$ cat src/rtl/matmul_sequencer.sv
// Streaming loader/unloader around a combinational N x N matrix multiplier:
// collects A then B element by element, waits for the array to settle, then streams the product.
module matmul_sequencer #(
  parameter int N       = 4,
  parameter int EW      = 27,
  parameter int MUL_LAT = 2
) (
  input  logic                clk,
  input  logic                rst_n,
  input  logic                in_valid,
  output logic                in_ready,
  input  logic [EW-1:0]       in_data,
  output logic [EW*N*N-1:0]   mat_a,
  output logic [EW*N*N-1:0]   mat_b,
  input  logic [EW*N*N-1:0]   mat_out,
  output logic                out_valid,
  input  logic                out_ready,
  output logic [EW-1:0]       out_data,
  output logic                out_last,
  output logic                busy
);

  localparam int NN = N * N;
  localparam int CW = (NN > 1) ? $clog2(NN) : 1;
  localparam int WW = $clog2(MUL_LAT + 1);

  localparam logic [CW-1:0] CNT_ZERO  = CW'(0);
  localparam logic [CW-1:0] CNT_ONE   = CW'(1);
  localparam logic [CW-1:0] CNT_LAST  = CW'(NN - 1);
  localparam logic [WW-1:0] WCNT_ZERO = WW'(0);
  localparam logic [WW-1:0] WCNT_ONE  = WW'(1);
  localparam logic [WW-1:0] WCNT_LAST = WW'(MUL_LAT - 1);

  typedef enum logic [1:0] {
    LOAD_A   = 2'd0,
    LOAD_B   = 2'd1,
    WAIT_MUL = 2'd2,
    DRAIN    = 2'd3
  } state_t;

  state_t              state_r;
  logic [CW-1:0]       cnt_r;
  logic [WW-1:0]       wcnt_r;
  logic [EW*NN-1:0]    result_r;

  logic                in_fire_s;
  logic                out_fire_s;
  logic [CW-1:0]       cnt_inc_s;
  logic                cnt_at_last_s;

  // Element k of a flattened row-major matrix.
  function automatic logic [EW-1:0] elem(input logic [EW*NN-1:0] vec, input logic [CW-1:0] k);
    return vec[EW*int'(k) +: EW];
  endfunction

  assign in_fire_s     = in_valid & in_ready;
  assign out_fire_s    = out_valid & out_ready;
  assign cnt_inc_s     = cnt_r + CNT_ONE;
  assign cnt_at_last_s = (cnt_r == CNT_LAST);

  // Sequencer FSM; every output is a register updated alongside the state.
  always_ff @(posedge clk or negedge rst_n) begin
    if (!rst_n) begin
      state_r   <= LOAD_A;
      cnt_r     <= CNT_ZERO;
      wcnt_r    <= WCNT_ZERO;
      mat_a     <= '0;
      mat_b     <= '0;
      result_r  <= '0;
      out_valid <= 1'b0;
      out_data  <= '0;
      out_last  <= 1'b0;
      in_ready  <= 1'b1;
      busy      <= 1'b0;
    end else begin
      case (state_r)
        LOAD_A: begin
          if (in_fire_s) begin
            mat_a[EW*int'(cnt_r) +: EW] <= in_data;
            busy <= 1'b1;
            if (cnt_at_last_s) begin
              cnt_r   <= CNT_ZERO;
              state_r <= LOAD_B;
            end else begin
              cnt_r <= cnt_inc_s;
            end
          end
        end
        LOAD_B: begin
          if (in_fire_s) begin
            mat_b[EW*int'(cnt_r) +: EW] <= in_data;
            if (cnt_at_last_s) begin
              cnt_r    <= CNT_ZERO;
              wcnt_r   <= WCNT_ZERO;
              in_ready <= 1'b0;
              state_r  <= WAIT_MUL;
            end else begin
              cnt_r <= cnt_inc_s;
            end
          end
        end
        WAIT_MUL: begin
          // The product is sampled once, on the final settle cycle, and never again.
          if (wcnt_r == WCNT_LAST) begin
            result_r  <= mat_out;
            wcnt_r    <= WCNT_ZERO;
            out_valid <= 1'b1;
            out_data  <= elem(mat_out, CNT_ZERO);
            out_last  <= (CNT_ZERO == CNT_LAST);
            state_r   <= DRAIN;
          end else begin
            wcnt_r <= wcnt_r + WCNT_ONE;
          end
        end
        DRAIN: begin
          if (out_fire_s) begin
            if (cnt_at_last_s) begin
              cnt_r     <= CNT_ZERO;
              out_valid <= 1'b0;
              out_last  <= 1'b0;
              in_ready  <= 1'b1;
              busy      <= 1'b0;
              state_r   <= LOAD_A;
            end else begin
              cnt_r    <= cnt_inc_s;
              out_data <= elem(result_r, cnt_inc_s);
              out_last <= (cnt_inc_s == CNT_LAST);
            end
          end
        end
        default: begin
          state_r   <= LOAD_A;
          cnt_r     <= CNT_ZERO;
          wcnt_r    <= WCNT_ZERO;
          out_valid <= 1'b0;
          out_last  <= 1'b0;
          in_ready  <= 1'b1;
          busy      <= 1'b0;
        end
      endcase
    end
  end

endmodule

$ cat config.mk
export PLATFORM = sky130hd
export DESIGN_NAME = matmul_sequencer
export DESIGN_NICKNAME = d
export VERILOG_FILES = /design/src/rtl/matmul_sequencer.sv
export SDC_FILE = /design/constraint.sdc
export NUM_CORES = 2
export LEC_CHECK = 0
export CAP_MARGIN = 20
export CORE_AREA = 2 2 525 527
export DETAILED_ROUTE_END_ITERATION = 12
export DIE_AREA = 0 0 527 529
export PLACE_DENSITY = 0.43
export SLEW_MARGIN = 40
export SYNTH_ARGS = -nofsm -noshare
export SYNTH_HDL_FRONTEND = slang
export SYNTH_SLANG_ARGS = --single-unit
export TNS_END_PERCENT = 50
$ cat constraint.sdc
create_clock -name clk -period 4.98 [get_ports clk]
set_clock_uncertainty 0.15 [all_clocks]
set_input_delay 0.498 -clock clk [delete_from_list [all_inputs] [get_ports clk]]
set_output_delay 0.498 -clock clk [all_outputs]
set_load 0.05 [all_outputs]
==> run metrics <==
layout cells sized above 1 0.313; largest net degree at the start of global routing 140; post-synthesis sequential area ratio 0.608; Die W 527 um; Crit. End Element register; dpl hpwl 222000 um; most common cell after layout, fill and taps aside dfrtp_1; Layout area overhead 43.7%; # DRC 0; syn avg cell area 14.3 um2; row count 192; IO Pins 1358; CP startpoint kind register; kind of critical path register to register; first-pass GRT wire length 386000 um; worst path cell trace inv_1, ha_4, buf_12, buf_16, mux4_2, mux2i_1, o2111ai_1; clk slew on worst S/H paths 0.07 ns; vias in the first global route 40855; peak supply drop 234 uV; Final Wtd Congestion 0.832; Final setup viols 0; Cell Area, Synth 54900 um2; Clock Power Share 0.506; clock tree from TritonCTS built; Tightest Pin Transition 0.953 ns; Fillers 27758; DRT Pass-1 Iters 5; final setup TNS 0 ns; asr flop ratio synth 1.00; status finished clean; Num CTS Buffers 175; max incr delay on CP 0.58 ns; First DRT Iteration DRCs 2079; WP buf/inv 3; max cap viols 0; sw frac 0.236; sequential power share 0.446; Top FF cell, synth dfrtp_1; power density cells 317 nW/um2; Post CTS Setup Buffer Count 0; # nets final 5697; Core Area 273000 um2; IO buf count 1357; routed vias 38787; Switch Pwr 0.00590 W; routed len/inst 32.5 um; number of flops mapped to enable cells by yosys 0; Gate power share 0.047; Setup WS post-layout 1.21 ns; CP required 5.50 ns; Post-DRT Antenna Nets 0; crit path max fanout 57; H-Tree Level Count 4; cts repair resizes 0; Syn Inst Count 3841; RSZ-0062 raised after global routing no; Yosys Warn Count 0; Die ar. 279000 um2; Final Hold Fails 0; total track usage 0.204; syn_nets 4313; fin crit period 3.77 ns; initial antenna violation count 129; Hold WC Path Type input pin to register; Tcrit/Tclk final 0.758; P_leak 34.1 nW; Synth cell types 46; Arr. time, crit path 4.30 ns; clock tree buffer depth 4; clock sink count 1335; CP max-delay cell mux4_2; Int Pwr 0.0191 W; overall die height 529 um; Rel. slew slack 0.365; Max Freq 265 MHz; delay-heaviest family, CP multiplexers; Post-Place Worst Slack 0.870 ns; worst skew pair latency 0.81 ns; Routed WL 292000 um; area of the multi-input gates 20600 um2; vias per cell 4.32; effective utilization at floorplan 0.201; Slew Viols, Final 0; post-synthesis register bit count 1335; most frequent cells in the layout 1332 x dfrtp_1, 1315 x clkdlybuf4s50_1, 1106 x mux2_2; CTS root buffer clkbuf_16; total gr overflow 0; FF/Latch Area 33400 um2
what timing repair did:
item,CTS,global route
setup endpoints to repair,0,0
hold endpoints to repair,78,2
hold buffers,5,1
Yosys cell counts, types with 2 or more instances:
library cell,instances,share of area
dfrtp_1,1334,0.61
mux2_2,1106,0.23
nand2_1,344,0.024
o21ai_0,255,0.023
clkbuf_1,130,0.0089
mux4_2,108,0.044
buf_2,106,0.0097
and2_1,90,0.010
nand3_1,76,0.0069
and3_1,61,0.0069
nor2_1,53,0.0036
o2111ai_1,35,0.0056
mux2i_1,30,0.0055
buf_1,15,0.0010
buf_6,12,0.0025
ha_1,9,0.0020
inv_1,8,0.00055
nand2_2,8,0.00091
a21oi_2,6,0.00096
nand2b_1,6,0.00068
nand3_2,6,0.0011
buf_4,4,0.00055
xnor2_1,4,0.00064
a21oi_1,3,0.00027
nor3_1,3,0.00027
a211oi_1,2,0.00027
a21boi_0,2,0.00027
a22o_1,2,0.00032
and4_1,2,0.00032
nand3b_1,2,0.00027
nor3b_1,2,0.00027
nor4b_4,2,0.00087
xor2_1,2,0.00032
worst paths after layout:
check | startpoint | endpoint | slack (ns) | cells after the start
max | cnt_r[1] | out_data[13] | 1.21 | 7
min | in_data[2] | mat_a[299] | 0.08 | 3
max reg2reg | cnt_r[1] | out_data[13] | 1.21 | 7
min reg2reg | mat_a[350] | mat_a[350] | 0.33 | 2
max in group asynchronous | rst_n | mat_b[362] | 2.43 | 6
min in group asynchronous | rst_n | result_r[226] | 0.54 | 3
cell families (layout without fill, tap and decap cells):
group,Yosys count,count (layout),synth area share
flip-flops,1335,1335,0.608
AO/OA/AOI/OAI,311,311,0.0326
adder cells (fa/ha/maj),9,9,0.00205
AND/OR/NAND/NOR,660,660,0.0567
other,0,38,0
multiplexers,1244,1244,0.276
buffers and inverters,276,1788,0.0232
XOR/XNOR,6,6,0.000957
per-layer routing:
layer	global-route usage	up-vias	share of wire
met3	0.0650	457	0.078
met2	0.371	1485	0.52
met4	0.0689	114	0.036
met1	0.223	20201	0.37
li1	-	16530	-
met5	0	-	0.0025
registers in the layout, indices dropped and copies added (netlist names):
name	flops
out_valid	1
result_r	432
state_r	2
mat_b	432
out_data	27
cnt_r	4
busy	1
in_ready	1
out_last	1
mat_a	432
wcnt_r	2
power groups by stage:
stage / combinational, W / clock (W) / sequential [W]
finish: 0.00119 / 0.0127 / 0.0112
detailed placement: 0.00122 / 0 / 0.0114
CTS: 0.00122 / 0.0131 / 0.0112
global placement: 0.00121 / 0 / 0.0114
global route: 0.00128 / 0.0135 / 0.0112
floorplan: 0.000259 / 0 / 0.0113
tightest hold or removal path, delay by kind of cell:
family / cells / cell delay, ns
buf+inv: 1 / 0.23
simple gates: 1 / 0.18
compound gates: 1 / 0.09
through the flow:
| stage | total power [W] | area, um2 | utilization | instances | hold WS [ns] |
|---|---|---|---|---|---|
| 2_1_floorplan | 0.0115 | 54900 | - | 3841 | 0.0524 |
| 3_3_place_gp | 0.0126 | 73000 | 0.267 | 8625 | 0.311 |
| 3_5_place_dp | 0.0126 | 73000 | 0.268 | 8627 | 0.319 |
| 4_1_cts | 0.0255 | 78700 | 0.288 | 8937 | 0.0302 |
| 5_1_grt | 0.0260 | 78900 | 0.289 | 8951 | 0.0501 |
| 6_report | 0.0250 | 78900 | 0.289 | 8980 | 0.0788 |
cell type report:
| type | count | share of cell area |
|---|---|---|
| Sequential cell | 1335 | 0.423 |
| Multi-Input combinational cell | 2230 | 0.261 |
| Timing Repair Buffer | 1474 | 0.186 |
| Clock buffer | 265 | 0.0647 |
| Tap cell | 3589 | 0.0569 |
| Clock inverter | 40 | 0.00666 |
| Antenna cell | 38 | 0.00120 |
| Inverter | 9 | 0.000428 |
No activity file was read; power rests on OpenSTA's default activity.
